<file path="src/rtl/minimal_bus_pkg.sv">
// Shared types and helpers for the minimal memory interface initiator and its responder model.
package minimal_bus_pkg;

    typedef enum logic [2:0] {IDLE, WGET, REQ, RSND, FIN} state_e;

    localparam int unsigned SZ8  = 8;
    localparam int unsigned SZ16 = 16;

    // Byte stride of one element; any size other than 8 bits moves as a 16-bit access.
    function automatic int unsigned size_to_bytes(input int unsigned size_bits);
        return (size_bits == SZ8) ? 32'd1 : 32'd2;
    endfunction

endpackage

</file>
<file path="src/rtl/mbi_timeout_counter.sv">
// Cycle counter bounding how long one memory request may wait for DataRdy.
module mbi_timeout_counter #(
    parameter int unsigned TIMEOUT = 64
) (
    input  logic clock,
    input  logic reset,
    input  logic clear_i,
    input  logic enable_i,
    output logic expired_o
);

    localparam int unsigned      CNT_W = $clog2(TIMEOUT + 1);
    localparam logic [CNT_W-1:0] LAST  = CNT_W'(TIMEOUT - 1);
    localparam logic [CNT_W-1:0] TOP   = CNT_W'(TIMEOUT);

    logic [CNT_W-1:0] count_q, count_d;

    always_comb begin
        count_d = count_q;
        if (clear_i) begin
            count_d = '0;
        end else if (enable_i && (count_q != TOP)) begin
            count_d = count_q + CNT_W'(1);
        end
    end

    always_ff @(posedge clock or negedge reset) begin
        if (!reset) begin
            count_q <= '0;
        end else begin
            count_q <= count_d;
        end
    end

    // A count of TIMEOUT-1 means the request is in its last permitted cycle.
    assign expired_o = enable_i && (count_q == LAST);

endmodule

</file>
<file path="src/rtl/minimal_bus_initiator.sv">
// Burst master for the Bambu minimal memory interface: one oe/we access per element,
// read data out and write data in through valid/ready streams.
module minimal_bus_initiator #(
    parameter int unsigned ADDR_W  = 9,
    parameter int unsigned DATA_W  = 16,
    parameter int unsigned SIZE_W  = 5,
    parameter int unsigned LEN_W   = 8,
    parameter int unsigned TIMEOUT = 64
) (
    input  logic              clock,
    input  logic              reset,
    input  logic              cmd_valid,
    output logic              cmd_ready,
    input  logic              cmd_write,
    input  logic [ADDR_W-1:0] cmd_addr,
    input  logic [LEN_W-1:0]  cmd_len,
    input  logic [SIZE_W-1:0] cmd_size,
    input  logic              wr_valid,
    output logic              wr_ready,
    input  logic [DATA_W-1:0] wr_data,
    output logic              rd_valid,
    input  logic              rd_ready,
    output logic [DATA_W-1:0] rd_data,
    output logic              done,
    output logic              err,
    output logic              Mout_oe_ram,
    output logic              Mout_we_ram,
    output logic [ADDR_W-1:0] Mout_addr_ram,
    output logic [DATA_W-1:0] Mout_Wdata_ram,
    output logic [SIZE_W-1:0] Mout_data_ram_size,
    input  logic [DATA_W-1:0] M_Rdata_ram,
    input  logic              M_DataRdy
);

    import minimal_bus_pkg::*;

    state_e            state_q, state_d;
    logic              started_q;
    logic              write_q, write_d;
    logic [ADDR_W-1:0] addr_q, addr_d;
    logic [LEN_W-1:0]  len_q, len_d;
    logic [SIZE_W-1:0] size_q, size_d;
    logic [DATA_W-1:0] wdata_q, wdata_d;
    logic [DATA_W-1:0] rdata_q, rdata_d;
    logic              err_q, err_d;
    logic              expired;
    logic [DATA_W-1:0] rmask;
    logic [ADDR_W-1:0] addr_step;

    mbi_timeout_counter #(
        .TIMEOUT (TIMEOUT)
    ) u_timeout (
        .clock     (clock),
        .reset     (reset),
        .clear_i   (state_q != REQ),
        .enable_i  (state_q == REQ),
        .expired_o (expired)
    );

    assign rmask     = (size_q == SIZE_W'(SZ8)) ? DATA_W'(8'hFF) : {DATA_W{1'b1}};
    assign addr_step = ADDR_W'(size_to_bytes(32'(size_q)));

    always_comb begin
        state_d     = state_q;
        write_d     = write_q;
        addr_d      = addr_q;
        len_d       = len_q;
        size_d      = size_q;
        wdata_d     = wdata_q;
        rdata_d     = rdata_q;
        err_d       = err_q;
        cmd_ready   = 1'b0;
        wr_ready    = 1'b0;
        rd_valid    = 1'b0;
        done        = 1'b0;
        Mout_oe_ram = 1'b0;
        Mout_we_ram = 1'b0;
        case (state_q)
            IDLE: begin
                // started_q keeps cmd_ready low until the first edge after reset release.
                cmd_ready = started_q;
                if (cmd_valid && started_q) begin
                    write_d = cmd_write;
                    addr_d  = cmd_addr;
                    len_d   = cmd_len;
                    size_d  = (cmd_size == SIZE_W'(SZ8)) ? SIZE_W'(SZ8) : SIZE_W'(SZ16);
                    err_d   = 1'b0;
                    if (cmd_len == '0) begin
                        state_d = FIN;
                    end else if (cmd_write) begin
                        state_d = WGET;
                    end else begin
                        state_d = REQ;
                    end
                end
            end
            WGET: begin
                wr_ready = 1'b1;
                if (wr_valid) begin
                    wdata_d = wr_data;
                    state_d = REQ;
                end
            end
            REQ: begin
                Mout_oe_ram = !write_q;
                Mout_we_ram = write_q;
                if (M_DataRdy) begin
                    addr_d = addr_q + addr_step;
                    len_d  = len_q - LEN_W'(1);
                    if (!write_q) begin
                        rdata_d = M_Rdata_ram & rmask;
                        state_d = RSND;
                    end else if (len_q == LEN_W'(1)) begin
                        state_d = FIN;
                    end else begin
                        state_d = WGET;
                    end
                end else if (expired) begin
                    err_d   = 1'b1;
                    state_d = FIN;
                end
            end
            RSND: begin
                rd_valid = 1'b1;
                if (rd_ready) begin
                    state_d = (len_q != '0) ? REQ : FIN;
                end
            end
            FIN: begin
                done    = 1'b1;
                state_d = IDLE;
            end
            default: begin
                state_d = IDLE;
            end
        endcase
    end

    always_ff @(posedge clock or negedge reset) begin
        if (!reset) begin
            state_q   <= IDLE;
            started_q <= 1'b0;
            write_q   <= 1'b0;
            addr_q    <= '0;
            len_q     <= '0;
            size_q    <= '0;
            wdata_q   <= '0;
            rdata_q   <= '0;
            err_q     <= 1'b0;
        end else begin
            state_q   <= state_d;
            started_q <= 1'b1;
            write_q   <= write_d;
            addr_q    <= addr_d;
            len_q     <= len_d;
            size_q    <= size_d;
            wdata_q   <= wdata_d;
            rdata_q   <= rdata_d;
            err_q     <= err_d;
        end
    end

    assign rd_data            = rdata_q;
    assign err                = err_q;
    assign Mout_addr_ram      = addr_q;
    assign Mout_Wdata_ram     = wdata_q;
    assign Mout_data_ram_size = size_q;

endmodule

</file>
<file path="config.mk">
export PLATFORM = sky130hd
export DESIGN_NAME = minimal_bus_initiator
export DESIGN_NICKNAME = d
export VERILOG_FILES = /design/src/rtl/minimal_bus_pkg.sv /design/src/rtl/mbi_timeout_counter.sv /design/src/rtl/minimal_bus_initiator.sv
export SDC_FILE = /design/constraint.sdc
export NUM_CORES = 1
export LEC_CHECK = 0
export CAP_MARGIN = 15
export CORE_AREA = 2 2 88 90
export DETAILED_ROUTE_END_ITERATION = 16
export DIE_AREA = 0 0 90 92
export GPL_TIMING_DRIVEN = 0
export PLACE_DENSITY = 0.84
export SLEW_MARGIN = 30
export SYNTH_ARGS = -nofsm -noshare
export SYNTH_HDL_FRONTEND = slang
export SYNTH_SLANG_ARGS = --single-unit
export TNS_END_PERCENT = 20
</file>
<file path="constraint.sdc">
create_clock -name clock -period 2.4 [get_ports clock]
set_input_delay 0.48 -clock clock [delete_from_list [all_inputs] [get_ports clock]]
set_output_delay 0.48 -clock clock [all_outputs]
set_load 0.05 [all_outputs]
</file>
==> results.md <==
* Layout Area Growth over Synthesis at 45.2%
* Total DRC errors in the routed layout at 0
* X dimension of the die at around 90 um
* Post-synth cell types at 57
* Count of non-filler cells in the finished layout at 540
* Residual overflow from global routing at 0
* Required time of the critical path at around 1.9 ns
* Worst Skew at approximately 0.0091 ns
* Ant diodes at 0
* Initial core utilization at 0.431
* Global-route wire length before repair at about 14000 um
* Top post-synthesis cells by area: sky130_fd_sc_hd__dfrtp_1 (50%), sky130_fd_sc_hd__mux2_2 (8.4%), sky130_fd_sc_hd__o21ai_0 (4.8%), sky130_fd_sc_hd__nand2_1 (4.0%), sky130_fd_sc_hd__a21oi_1 (2.5%)
* Clock Path Buffers at 2
* Basic-gate share of the synthesized area counting and, or, nand and nor cells at 0.159
* Static leakage at ~2 nW
* Crit-path max FO at 10
* Half-perimeter wire length of the detailed placement result at 6340 um
* Placed cell count at approximately 520
* DRC violation total after the first TritonRoute iteration at between 150 and 200
* Most used flip-flop cell after synthesis: sky130_fd_sc_hd__dfrtp_1
* Global placement routability congestion at between 0.8 and 0.9
* Final hold slack at a little under 0.09 ns
* Max Clk Rate at approximately 420 MHz
* Latest clock arrival within the worst-skew pair at 0.34 ns
* Clk slew on worst S/H paths at around 0.08 ns
* CP Capture Type: output port
* Maximum number of pins on one net before global-route repair at 36
* Total number of clock tree sinks at 64
* Normalized max-slew margin at 0.632
* Share of synthesized flip-flops with an asynchronous set or reset at 1.00
* Final standard cell area without fillers at 4670 sq um
* Antenna violations before repair at 0
* Number of synthesized flops with an enable pin at 0
* Vias at 2832
* Share of synthesized cell area in full adder, half adder and majority cells at 0.0296
* CTS H-tree lvls at 3
* Layout Nets at ~500
* Average size of a mapped cell at between 10 and 15 sq um
* Critical R2R Launch: Mout_data_ram_size[3]
* Cell area reported after detailed placement at about 4500 sq um
* Xor/xnor share of the synthesized area at 0.0109
* Gate Count Post-Synth at 307
* Reg2Reg Depth at 8
* Layout cell share with drive strength beyond 1 at 0.164
* Final period util at 0.995
* Number of endpoints failing setup at the final stage at 0
* Vertical extent of the die at around 92 um
* Average wire per cell in the routed design at 15.7 um
* Launching element type of the critical path: flip-flop
* Critical path type: flip-flop to output port
* Library cell used as clock root buffer: sky130_fd_sc_hd__clkbuf_8
* Result of the run: finished, final reports clean
* Max-slew violations at 0
* Worst EP arrival at approximately 1.9 ns
* Via count of the first global-routing pass at approximately 2800
* Flip-flop and latch count after synthesis at 64
* Largest family of logic cells by synthesized area: simple AND/OR/NAND/NOR gates
* Destination of the worst register-to-register timing path: Mout_addr_ram[8]
* Proportion of netlist area held by the largest area contributor at 0.498
* Layout fillers at approximately 600
* Port Buffers at 110
* Setup repair after global routing missed its margin: yes
* Synthesis Warnings at 0
* Placement Rows at 32
* CTS Hold Buffers Added at 0
* Highest ir drop seen on vdd at just under 700 uV
* Hold Path Class: input pin to async pin
* Final min period at 2.39 ns
* First-pass iteration count of the detailed router at 5
* Top cell type by total area after synthesis: sky130_fd_sc_hd__dfrtp_1
* Worst Max-Slew Pin Slew at around 0.55 ns
* Register-to-Register Setup Slack at approximately 0.20 ns
* Post-Route WL at between 8000 and 9000 um
* Cell Pwr Density at about 1400 nW/um^2
* Final antenna-violating net count at 0
* Max-Cap Viols at 0
* Area fraction in compound gates after synthesis at 0.157
* Register area share after synthesis at 0.498
* Total Die Area at a little over 8000 sq um
* Top-Level Pins at around 110
* Netlist area before placement at around 3200 sq um
* Hold violation count in the final report at 0
* Share of cell area taken by muxes after synthesis at 0.0970
* GRT Util Overall at 0.205
* Clock tree from TritonCTS: built
* TritonCTS Buffers at 9
* Placeable Area at approximately 7400 sq um
* Ratio of routed vias to standard cells at 5.24
==> what timing repair did <==
item	CTS	global route
pin swaps	1	0
gates resized for setup	21	5
setup endpoints to repair	6	3
buffers inserted	0	3
==> area by class of cell <==
cell class                 instances  area [sq um]  share of cell area
buffer                            18           120              0.0257
clock buffer                      11           141              0.0303
clock inverter                     5          32.5             0.00697
inverter                          10          37.5             0.00805
multi-input combinational        216          1470               0.316
sequential                        64          1600               0.343
tap                              102           128              0.0274
timing repair buffer             114          1130               0.242
==> flip-flops by register name, summed over array words and instances (netlist names) <==
name,cells
Mout_Wdata_ram,16
Mout_addr_ram,9
Mout_data_ram_size,2
err,1
len_q,8
rd_data,16
started_q,1
state_q,3
u_timeout.count_q,7
write_q,1
==> through the flow <==
step / total power (W) / util / setup TNS, ns / setup slack [ns]
global placement: 0.00575 / 0.597 / -83.02 / -1.29
floorplan: 0.00455 / - / 0 / 0.0107
detailed placement: 0.00588 / 0.600 / -0.766 / -0.396
finish: 0.00675 / 0.627 / 0 / 0.0121
CTS: 0.00671 / 0.623 / 0 / 0.00102
global route: 0.00712 / 0.627 / -0.0720 / -0.0720
==> cell usage after synthesis (6+ instances only) <==
library cell / n
sky130_fd_sc_hd__nor2_1: 16
sky130_fd_sc_hd__dfrtp_1: 64
sky130_fd_sc_hd__buf_4: 7
sky130_fd_sc_hd__a21oi_1: 16
sky130_fd_sc_hd__inv_1: 10
sky130_fd_sc_hd__buf_2: 8
sky130_fd_sc_hd__nor3_1: 6
sky130_fd_sc_hd__o21ai_0: 31
sky130_fd_sc_hd__nand2_1: 34
sky130_fd_sc_hd__mux2_2: 24
sky130_fd_sc_hd__ha_1: 6
sky130_fd_sc_hd__nand3_1: 9
==> power breakdown <==
part	leakage [nW]	total [W]	internal [W]	switching, W
combinational	1.15	0.00404	0.00150	0.00254
clock	0.0813	0.000821	0.000399	0.000421
sequential	0.778	0.00188	0.00154	0.000343
total	2.01	0.00675	0.00345	0.00330
==> worst max path at each step <==
stage / startpoint / endpoint / slack, ns / cells after the start
global placement: reset / len_q[7] / -1.29 / 1
global route: state_q[2] / Mout_we_ram / -0.07 / 6
detailed placement: state_q[2] / Mout_we_ram / -0.40 / 6
CTS: state_q[2] / Mout_oe_ram / 0.001 / 5
finish: state_q[2] / Mout_we_ram / 0.01 / 6
floorplan: state_q[2] / Mout_oe_ram / 0.01 / 5
==> cells in the final DEF (no fill, tap or decap), drive strengths merged, types with 2 or more instances in the layout <==
cell | netlist | routed
a21o | 2 | 2
a21oi | 16 | 16
a22oi | 4 | 4
a31oi | 5 | 5
and2 | 5 | 5
and3 | 2 | 2
buf | 15 | 20
clkbuf | 4 | 17
clkdlybuf4s50 | 0 | 103
clkinv | 0 | 2
clkinvlp | 0 | 3
conb | 2 | 4
dfrtp | 64 | 64
dlygate4sd2 | 0 | 3
ha | 6 | 6
inv | 10 | 10
mux2 | 25 | 25
mux2i | 3 | 3
nand2 | 34 | 34
nand3 | 9 | 9
nand3b | 3 | 3
nand4 | 3 | 3
nor2 | 16 | 16
nor3 | 8 | 8
nor3b | 3 | 3
o211ai | 2 | 2
o21a | 3 | 3
o21ai | 31 | 31
o22a | 2 | 2
o2bb2ai | 3 | 3
or3b | 2 | 2
or4 | 4 | 4
xor2 | 3 | 3
==> routing by layer <==
metal | track usage | routed length (um) | up-vias
met3 | 0.0403 | 428 | 18
met1 | 0.249 | 3330 | 1371
met2 | 0.354 | 4510 | 107
met5 | 0 | 0 | -
li1 | - | - | 1336
met4 | 0.0897 | 182 | 0
==> logic make-up (layout without fill, tap and decap cells) <==
family                     after synthesis  in the layout
and+or+nand+nor                         95             95
AOI/OAI and AO/OA                       78             78
DFF                                     64             64
buffers and inverters                   29            158
muxes                                   28             28
adders and majority gates                7              7
xor gates and xnor gates                 4              4
other                                    2              4
==> critical path: stages, from the launching register on <==
cell and delay (ns):
sky130_fd_sc_hd__dfrtp_1 0.40, sky130_fd_sc_hd__buf_4 0.19, sky130_fd_sc_hd__nor3b_4 0.28, sky130_fd_sc_hd__buf_6 0.19, sky130_fd_sc_hd__buf_4 0.18, sky130_fd_sc_hd__and2_1 0.14
sky130_fd_sc_hd__buf_4 0.19
Power figures use the tool's default switching activity.
